<file path="src/rtl/onehot_index_decoder.sv">
// Registered index-to-one-hot decoder with valid/ready handshake.
// Tracks a sticky mask of decoded lines and counts accepted inputs.
module onehot_index_decoder #(
    parameter int N = 3
) (
    input  logic                clk,
    input  logic                rst_n,
    input  logic                in_valid,
    output logic                in_ready,
    input  logic [N-1:0]        in_code,
    input  logic                in_en,
    output logic                out_valid,
    input  logic                out_ready,
    output logic [(1<<N)-1:0]   out_onehot,
    output logic [(1<<N)-1:0]   seen_mask,
    input  logic                seen_clr,
    output logic [7:0]          acc_count
);

    localparam int W = 1 << N;

    logic         accept;
    logic [W-1:0] dec;

    // Single-stage pipeline: room when empty or when the slot drains now.
    always_comb begin
        in_ready = !out_valid || out_ready;
        accept   = in_valid && in_ready;
    end

    // Decode the index; a disabled request yields an all-zero grant.
    always_comb begin
        dec = '0;
        if (in_en) begin
            dec[in_code] = 1'b1;
        end
    end

    // Output slot: load on accept, empty on drain, hold on stall.
    always_ff @(posedge clk or negedge rst_n) begin
        if (!rst_n) begin
            out_valid  <= 1'b0;
            out_onehot <= '0;
        end else if (accept) begin
            out_valid  <= 1'b1;
            out_onehot <= dec;
        end else if (out_ready) begin
            out_valid  <= 1'b0;
        end
    end

    // Served-line mask: clear takes effect before a same-cycle set.
    always_ff @(posedge clk or negedge rst_n) begin
        if (!rst_n) begin
            seen_mask <= '0;
        end else if (seen_clr) begin
            seen_mask <= accept ? dec : '0;
        end else if (accept) begin
            seen_mask <= seen_mask | dec;
        end
    end

    // Accept counter, wraps modulo 256, independent of mask clears.
    always_ff @(posedge clk or negedge rst_n) begin
        if (!rst_n) begin
            acc_count <= 8'd0;
        end else if (accept) begin
            acc_count <= acc_count + 8'd1;
        end
    end

endmodule

</file>
<file path="config.mk">
export PLATFORM = sky130hd
export DESIGN_NAME = onehot_index_decoder
export DESIGN_NICKNAME = d
export VERILOG_FILES = /design/src/rtl/onehot_index_decoder.sv
export SDC_FILE = /design/constraint.sdc
export NUM_CORES = 1
export LEC_CHECK = 0
export CORE_MARGIN = 2
export CORE_UTILIZATION = 39
export DETAILED_ROUTE_END_ITERATION = 6
export GPL_TIMING_DRIVEN = 0
export PLACE_DENSITY = 0.83
export SYNTH_ARGS = -nofsm -noshare
export SYNTH_HDL_FRONTEND = slang
export SYNTH_SLANG_ARGS = --single-unit
</file>
<file path="constraint.sdc">
create_clock -name clk -period 1.05 [get_ports clk]
set_input_delay 0.105 -clock clk [delete_from_list [all_inputs] [get_ports clk]]
set_output_delay 0.105 -clock clk [all_outputs]
set_load 0.01 [all_outputs]
</file>
# ---- Yosys cells after proc, flatten, opt, wreduce, memory -nomap -nowiden
# Cells that the tools add are included.
# Widths: inputs -> output; s select.
dict set report classes {
  addsub 1
  magnitude_cmp 2
  muxes 8
  bitwise 1
  n_reduce_logical 6
}
# cell n
set ops {}
lappend ops {{$mux 8} 4}
lappend ops {{$add 8x1->8 const B} 1}
lappend ops {{$or 8x8->8} 1}
lappend ops {{$lt 3x4->1 const B} 1}
lappend ops {{$reduce_bool 2->1} 2}
lappend ops {{$demux 1 s3} 1}
lappend ops {{$ge 3x1->1 const B} 1}
lappend ops {{$mux 1} 3}
lappend ops {{$logic_and 1x1->1} 2}
lappend ops {{$logic_not 1->1} 1}
lappend ops {{$logic_or 1x1->1} 1}
dict set report word_totals {
  regBits 25
  input_bits 9
  out_inout_bits 26
  word_cells 22
}

# ---- Depth between registers and ports, before layout
# Gate-level depths: netlist of run 1.
dict set report depth {
  word_depth 8
  depth_mapped 5
}

# ---- Worst setup path before layout of run 1
# No wires, ideal clock.
dict set report synth_timing {
  path_kind {register -> register}
  from {reg out_valid}
  to {reg acc_count[3]}
  setup_ns 0.126
  arrival_ns 1.041
  setup_slack_ns -0.117
  stages_incl_launch_ff 6
  path_buffers 1
  period_less_slack_ns 1.167
  path_cell_list {dfrtp_1 nand2b_4 and2_1 buf_4 nand4_1 xnor2_1}
}
dict set report synth_between {
  elab_chain_cells 3
}
# element line_no
set synth_rtl {}
lappend synth_rtl {{from (decl)} 12} ;# output logic out_valid,
lappend synth_rtl {{from (signal assigned)} 42} ;# out_valid <= 1'b0;
lappend synth_rtl {{from (signal assigned)} 45} ;# out_valid <= 1'b1;
lappend synth_rtl {{from (signal assigned)} 48} ;# out_valid <= 1'b0;
lappend synth_rtl {{$logic_not 1->1} 27} ;# in_ready = !out_valid || out_ready;
lappend synth_rtl {{$logic_or 1x1->1} 27}
lappend synth_rtl {{via in_ready} 9} ;# output logic in_ready,
lappend synth_rtl {{$logic_and 1x1->1} 28} ;# accept = in_valid && in_ready;
lappend synth_rtl {{to (signal assigned)} 68} ;# acc_count <= acc_count + 8'd1;
lappend synth_rtl {{to (decl)} 17} ;# output logic [7:0] acc_count
# The timed path passes the listed nets, and every way through them passes these cells.
# A chain may end at the register's enable or synchronous reset.

# ---- Worst setup path in the final report of run 1
dict set report layout_timing {
  from {reg out_valid}
  to {reg acc_count[3]}
}
dict set report layout_between {
  elab_chain_cells 3
}
# element line_no
set layout_rtl {}
lappend layout_rtl {{$logic_not 1->1} 27}
lappend layout_rtl {{$logic_or 1x1->1} 27}
lappend layout_rtl {{$logic_and 1x1->1} 28}
# No other way between the ends.

==> summary.txt, run 1 <==
Clock network
  • CTS tree: yes
  • CTS Sinks: 25
  • Hold buffer count at CTS: 0
  • Cts bufs inserted: 3
  • Clk Tree Root Cell: clkbuf_4
  • Longest Clk Path Bufs: 2
  • CTS clk-pin slew, worst paths: 0.14 ns
  • Htree depth: 1
  • Skew-Pair Late Insertion Delay: 0.31 ns

Setup path
  • Worst r2r path cells: 5
  • Required @ worst endpoint: 1.26 ns
  • Reg2reg setup slack: -0.15 ns
  • Capture point of the critical path: acc_count[3]$_DFFE_PN0P_
  • CP Max Fanout: 8
  • Reg-to-reg critical path endpoint: acc_count[3]$_DFFE_PN0P_
  • Crit path launch type: flop
  • Reg2reg start: out_valid$_DFFE_PN0P_
  • Delay-heaviest family, CP: flip-flops
  • CP cell instances: buf_6, nand2b_4, and2_4, nand4_1, xnor2_1
  • WP depth: 5
  • CP Buf/Inv Count: 1
  • Crit path launch: out_valid$_DFFE_PN0P_
  • Worst Setup End Kind: flop
  • Critical Path Max Stage Delay: 0.42 ns
  • Slowest stage cell, crit path: dfrtp_1
  • WP data arrival: 1.41 ns
  • Critical path class: reg2reg

Routing
  • Wire per inst: 13.0 um
  • DRT Pass-1 Iters: 4
  • Vias after detailed routing: 819
  • Via/cell ratio: 4.85
  • Drt total wl: 2190 um
  • DRC violations left: 0
  • Post-DRT Antenna Nets: 0
  • Initial drt markers: 8

Floorplanning
  • Ports: 35
  • Die height: 54.8 um
  • Die ar.: 0.00301 mm2
  • Starting Density: 41.0%
  • CORE AREA: 0.00245 mm2
  • Die W: 54.8 um
  • Row Count: 18

STA
  • Tmin final: 1.20 ns
  • Max Slew Vio Count: 0
  • RSZ-0062 raised after global routing: yes
  • Worst Tran Pin Value: 1.07 ns
  • Achievable Freq: 836 MHz
  • Rel. slew slack: 28.5%
  • Final worst-path cycle share: 114%
  • Final Hold Fails: 0
  • Final setup viols: 25
  • Final clock skew: 0.00354 ns
  • Fin worst setup slack: -0.147 ns
  • Final TNS setup: -2.36 ns

Run status
  • Outcome: finished, violations left
  • Failing checks: setup timing

Pwr
  • PD cells: 1720 mW/mm2
  • Max VDD drop: 1.08 mV
  • Lkg Pwr: 0.764 nW

Global route
  • Wire length of the first global-routing pass: 3520 um
  • Largest net degree at the start of global routing: 26
  • Initial antenna violation count: 0
  • GRT overflow: 0
  • Total GRT Usage: 16.5%
  • Number of global-route vias before repair: 823

Synth
  • Seq/Total Area, Yosys: 62.1%
  • Yosys top cell by area: dfrtp_1
  • Post-synthesis net count: 95
  • Async SR Flop Fraction: 100%
  • Synthesized area per cell: 11.8 um2
  • Cells after Synth: 85
  • Yosys reg bits: 25
  • YS warnings: 0
  • Post-Syn Area: 0.00101 mm2
  • Yosys top cell area share: 62.1%
  • Post-synth cell types: 24
  • Area contributors post-synth: dfrtp_1 (62%), nand2_1 (5.6%), o2bb2ai_1 (5.2%)
  • Ys flop type: dfrtp_1
  • Number of synthesized flops with an enable pin: 0

Placed design
  • Post-DP Area: 0.00140 mm2
  • Placer Congestion: 0.698
  • IO Port Bufs: 34
  • DP HPWL: 1510 um
  • Setup Slack @ Placement: -0.427 ns

Worst hold path
  • Worst Hold Class: in2async

Final layout
  • Final Util: 60.8%
  • Nets: 150
  • Cell area after layout: 0.00149 mm2
  • Fraction of layout cells with a size suffix above 1: 45.3%
  • Synth-to-Final Area Change: 48.2%
  • Inserted Diodes: 0

Flow run
  • Total of max-cap violations: 0
## how the worst min path moves through the flow
stage / startpoint / to / slack (ns)
after floorplan: rst_n / acc_count[0]$_DFFE_PN0P_ / -0.19
after global placement: acc_count[7]$_DFFE_PN0P_ / acc_count[7]$_DFFE_PN0P_ / 0.46
after detailed placement: acc_count[7]$_DFFE_PN0P_ / acc_count[7]$_DFFE_PN0P_ / 0.46
after CTS: rst_n / seen_mask[6]$_DFFE_PN0P_ / 0.13
after global routing: rst_n / seen_mask[5]$_DFFE_PN0P_ / 0.17
final: rst_n / seen_mask[1]$_DFFE_PN0P_ / 0.09
## cells by family after synthesis
kind of cell,Yosys count,synth area share [%]
adders and majority gates,1,1.24
AOI/OAI and AO/OA,15,10.4
DFF,25,62.1
xor gates and xnor gates,7,6.09
buffers and inverters,4,1.99
and+or+nand+nor,33,18.1
## power by group
| part | internal, W | total [W] | switching [W] | leakage, nW |
|---|---|---|---|---|
| Sequential | 0.00110 | 0.00117 | 0.0000785 | 0.333 |
| Clock | 0.000142 | 0.000426 | 0.000283 | 0.0177 |
| Combinational | 0.000531 | 0.000970 | 0.000439 | 0.413 |
| Total | 0.00177 | 0.00257 | 0.000801 | 0.764 |
## Yosys cell counts (all sizes together) (3+ instances only)
cell type / instances
nand2b: 3
nand2: 16
dfrtp: 25
o21ai: 7
nand3: 3
o2bb2ai: 6
xnor2: 5
nand4: 3
## layout by cell type (no fill, tap or decap), types with 4 or more instances in the layout
cell type / Yosys / layout
o21ai_2: 0 / 4
buf_6: 0 / 7
buf_4: 1 / 13
dfrtp_1: 25 / 25
buf_2: 1 / 20
xnor2_1: 5 / 5
nand2_1: 15 / 15
clkdlybuf4s50_1: 0 / 7
## flip-flops by register name (all words and copies together), names as in the netlist
signal and flops:
acc_count 8, seen_mask 8, out_onehot 8, out_valid 1
## repair_timing
action / 4_1_cts / 5_1_grt
setup buffers: 15 / 2
gates resized for setup: 100 / 17
pin swaps: 9 / 5
setup endpoints to repair: 71 / 33
## metrics by stage
| step | power, W | hold WS [ns] | cells |
|---|---|---|---|
| finish | 0.00257 | 0.0875 | 169 |
| global route | 0.00273 | 0.168 | 169 |
| CTS | 0.00254 | 0.129 | 167 |
| detailed placement | 0.00194 | 0.464 | 149 |
| global placement | 0.00190 | 0.456 | 149 |
| floorplan | 0.00154 | -0.191 | 85 |
## worst reg2reg max path: cells and delay by family, from the launching register on
kind	cells	cell delay (ns)
and+or+nand+nor	3	0.41
buffers and inverters	1	0.12
xor gates and xnor gates	1	0.15
DFF	1	0.42
## layer usage
metal	GRT usage (%)	part of all wire, %
met4	5.00	0.32
met3	4.37	8.2
met1	19.3	42
met2	29.2	50
met5	0	0
## final cells by class
type | count | area, um2
tap | 30 | 37.5
clock inverter | 1 | 5.00
clock buffer | 3 | 22.5
timing repair buffer | 51 | 368
fill | 207 | 962
inverter | 2 | 7.51
multi-input combinational | 56 | 415
sequential | 25 | 626
buffer | 1 | 11.3
(Power assumes the default switching activity.)
==> run 2, diff against run 1 <==
Settings changed: CORE_UTILIZATION 39 to 47, CTS_CLUSTER_SIZE from default to 14, PLACE_DENSITY 0.83 to 0.93.
Clock period 1.05 ns to 1.52 ns, I/O delays scaled along.
==> run 2 against run 1 <==
Compared with the run above: the run now ends clean; first-iteration DRC count grew 50%; worst hold slack improved by 0.32 ns; combinational power fell by 54%; register-to-register slack better by 0.45 ns; clock-buffer cell count rose by 1; total power shrank 38%; routed wire length shrank 8.4%; largest power group unchanged; highest routed layer unchanged.
==> summary.txt, run 2 (synthesis results as in run 1) <==
Final layout
  • Cell area after layout: 0.00141 mm2
  • Inserted Diodes: 0
  • Commonest non-fill, non-tap cells in the layout: clkdlybuf4s50_1 (33), dfrtp_1 (24), nand2_1 (15), o21ai_0 (7), o2bb2ai_1 (6)
  • Synth-to-Final Area Change: 39.8%
  • Nets: 134
  • Commonest non-fill, non-tap cell in the layout: clkdlybuf4s50_1
  • Finished Layout Cells: 150
  • Fraction of layout cells with a size suffix above 1: 8.94%
  • Regs by FF count: acc_count x8, out_onehot x8, seen_mask x8

Global route
  • Wire length of the first global-routing pass: 3570 um
  • Initial antenna violation count: 0
  • GRT overflow: 0
  • Largest net degree at the start of global routing: 26
  • Number of global-route vias before repair: 786
  • Total GRT Usage: 18.3%

Setup path
  • Reg-to-reg critical path endpoint: out_onehot[3]$_DFFE_PN0P_
  • CP Buf/Inv Count: 1
  • CP Max Fanout: 5
  • Critical path class: reg2out
  • Reg2reg start: out_valid$_DFFE_PN0P_
  • Worst Setup End Kind: output pin
  • WP data arrival: 1.31 ns
  • Slowest stage cell, crit path: clkdlybuf4s50_1
  • Crit path launch: acc_count[1]$_DFFE_PN0P_
  • Reg2reg setup slack: 0.30 ns
  • Crit path launch type: flop
  • Delay-heaviest family, CP: buffers and inverters
  • WP depth: 1
  • Critical Path Max Stage Delay: 0.56 ns
  • Capture point of the critical path: acc_count[1]
  • Worst r2r path cells: 5
  • CP cell instances: clkdlybuf4s50_1
  • Required @ worst endpoint: 1.37 ns

STA
  • Rel. slew slack: 28.2%
  • Final worst-path cycle share: 96.0%
  • Final TNS setup: 0 ns
  • Worst Tran Pin Value: 1.07 ns
  • Max Slew Vio Count: 0
  • Final setup viols: 0
  • Tmin final: 1.46 ns
  • Final clock skew: 0.00343 ns
  • Achievable Freq: 686 MHz
  • RSZ-0062 raised after global routing: no
  • Final Hold Fails: 0

Floorplanning
  • Die height: 50.3 um
  • Die W: 50.3 um
  • Ports: 35
  • Starting Density: 50.8%
  • CORE AREA: 0.00198 mm2
  • Row Count: 16
  • Die ar.: 0.00253 mm2

Clock network
  • Hold buffer count at CTS: 0
  • Clk Tree Root Cell: clkbuf_4
  • CTS resizes: 1
  • CTS Sinks: 25
  • Skew-Pair Late Insertion Delay: 0.31 ns
  • CTS clk-pin slew, worst paths: 0.13 ns
  • Cts bufs inserted: 3
  • Longest Clk Path Bufs: 2
  • CTS tree: yes
  • Setup Fix Bufs, Post-CTS: 0
  • Htree depth: 1

Routing
  • DRT Pass-1 Iters: 4
  • Vias after detailed routing: 755
  • Initial drt markers: 12
  • Drt total wl: 2010 um
  • Wire per inst: 13.4 um
  • Post-DRT Antenna Nets: 0
  • DRC violations left: 0
  • Via/cell ratio: 5.03

Pwr
  • Max VDD drop: 0.662 mV
  • Lkg Pwr: 0.610 nW
  • PD cells: 1140 mW/mm2

Placed design
  • Placed Cells: 146
  • DP HPWL: 1520 um
  • IO Port Bufs: 34
  • Placer Congestion: 0.793
  • Post-DP Area: 0.00138 mm2

Worst hold path
  • Worst Hold Class: in2async

Run status
  • Outcome: finished, final reports clean

Flow run
  • Total of max-cap violations: 0
## run 2: cell count changes in the layout (fill, tap and decap cells not counted), sizes merged
cell	previous run	this run
clkbuf	6	4
dlygate4sd2	2	1
clkinv	1	0
buf	40	2
clkdlybuf4s50	7	33
## run 2: final cells by class
type | instances | area (um2)
Tap cell | 27 | 33.8
Fill cell | 136 | 574
Sequential cell | 25 | 627
Clock buffer | 4 | 26.3
Timing Repair Buffer | 34 | 339
Inverter | 2 | 7.51
Multi-Input combinational cell | 56 | 362
Buffer | 2 | 12.5
## run 2: how the worst min path moves through the flow
| stage | endpoint | depth (start not counted) |
|---|---|---|
| 3_3_place_gp | acc_count[7]$_DFFE_PN0P_ | 1 |
| 2_1_floorplan | acc_count[0]$_DFFE_PN0P_ | 0 |
| 4_1_cts | seen_mask[4]$_DFFE_PN0P_ | 2 |
| 5_1_grt | seen_mask[4]$_DFFE_PN0P_ | 2 |
| 6_report | acc_count[6]$_DFFE_PN0P_ | 1 |
| 3_5_place_dp | acc_count[7]$_DFFE_PN0P_ | 1 |
## run 2: stage by stage
| stage | utilization (%) | worst slack (ns) | power (W) | hold WS, ns |
|---|---|---|---|---|
| final | 71.0 | 0.0613 | 0.00160 | 0.410 |
| after global routing | 71.0 | 0.00701 | 0.00169 | 0.446 |
| after CTS | 71.0 | 0.0338 | 0.00161 | 0.426 |
| after detailed placement | 69.7 | 0.0106 | 0.00133 | 0.469 |
| after global placement | 69.7 | 0.0650 | 0.00131 | 0.455 |
| after floorplan | - | 0.353 | 0.00106 | -0.144 |
## run 2: power by group
part           total [W]  internal, W  switching, W
combinational   0.000451     0.000260      0.000191
clock           0.000287     0.000102      0.000185
sequential      0.000865     0.000760      0.000106
total            0.00160      0.00112      0.000482
## run 2: metal layers
metal / wire (um) / vias up / GRT usage (%)
met2: 1000 / 27 / 31.6
met5: 0 / - / 0
met3: 110 / 2 / 3.27
met4: 15 / 0 / 4.95
li1: - / 369 / -
met1: 876 / 357 / 23.6
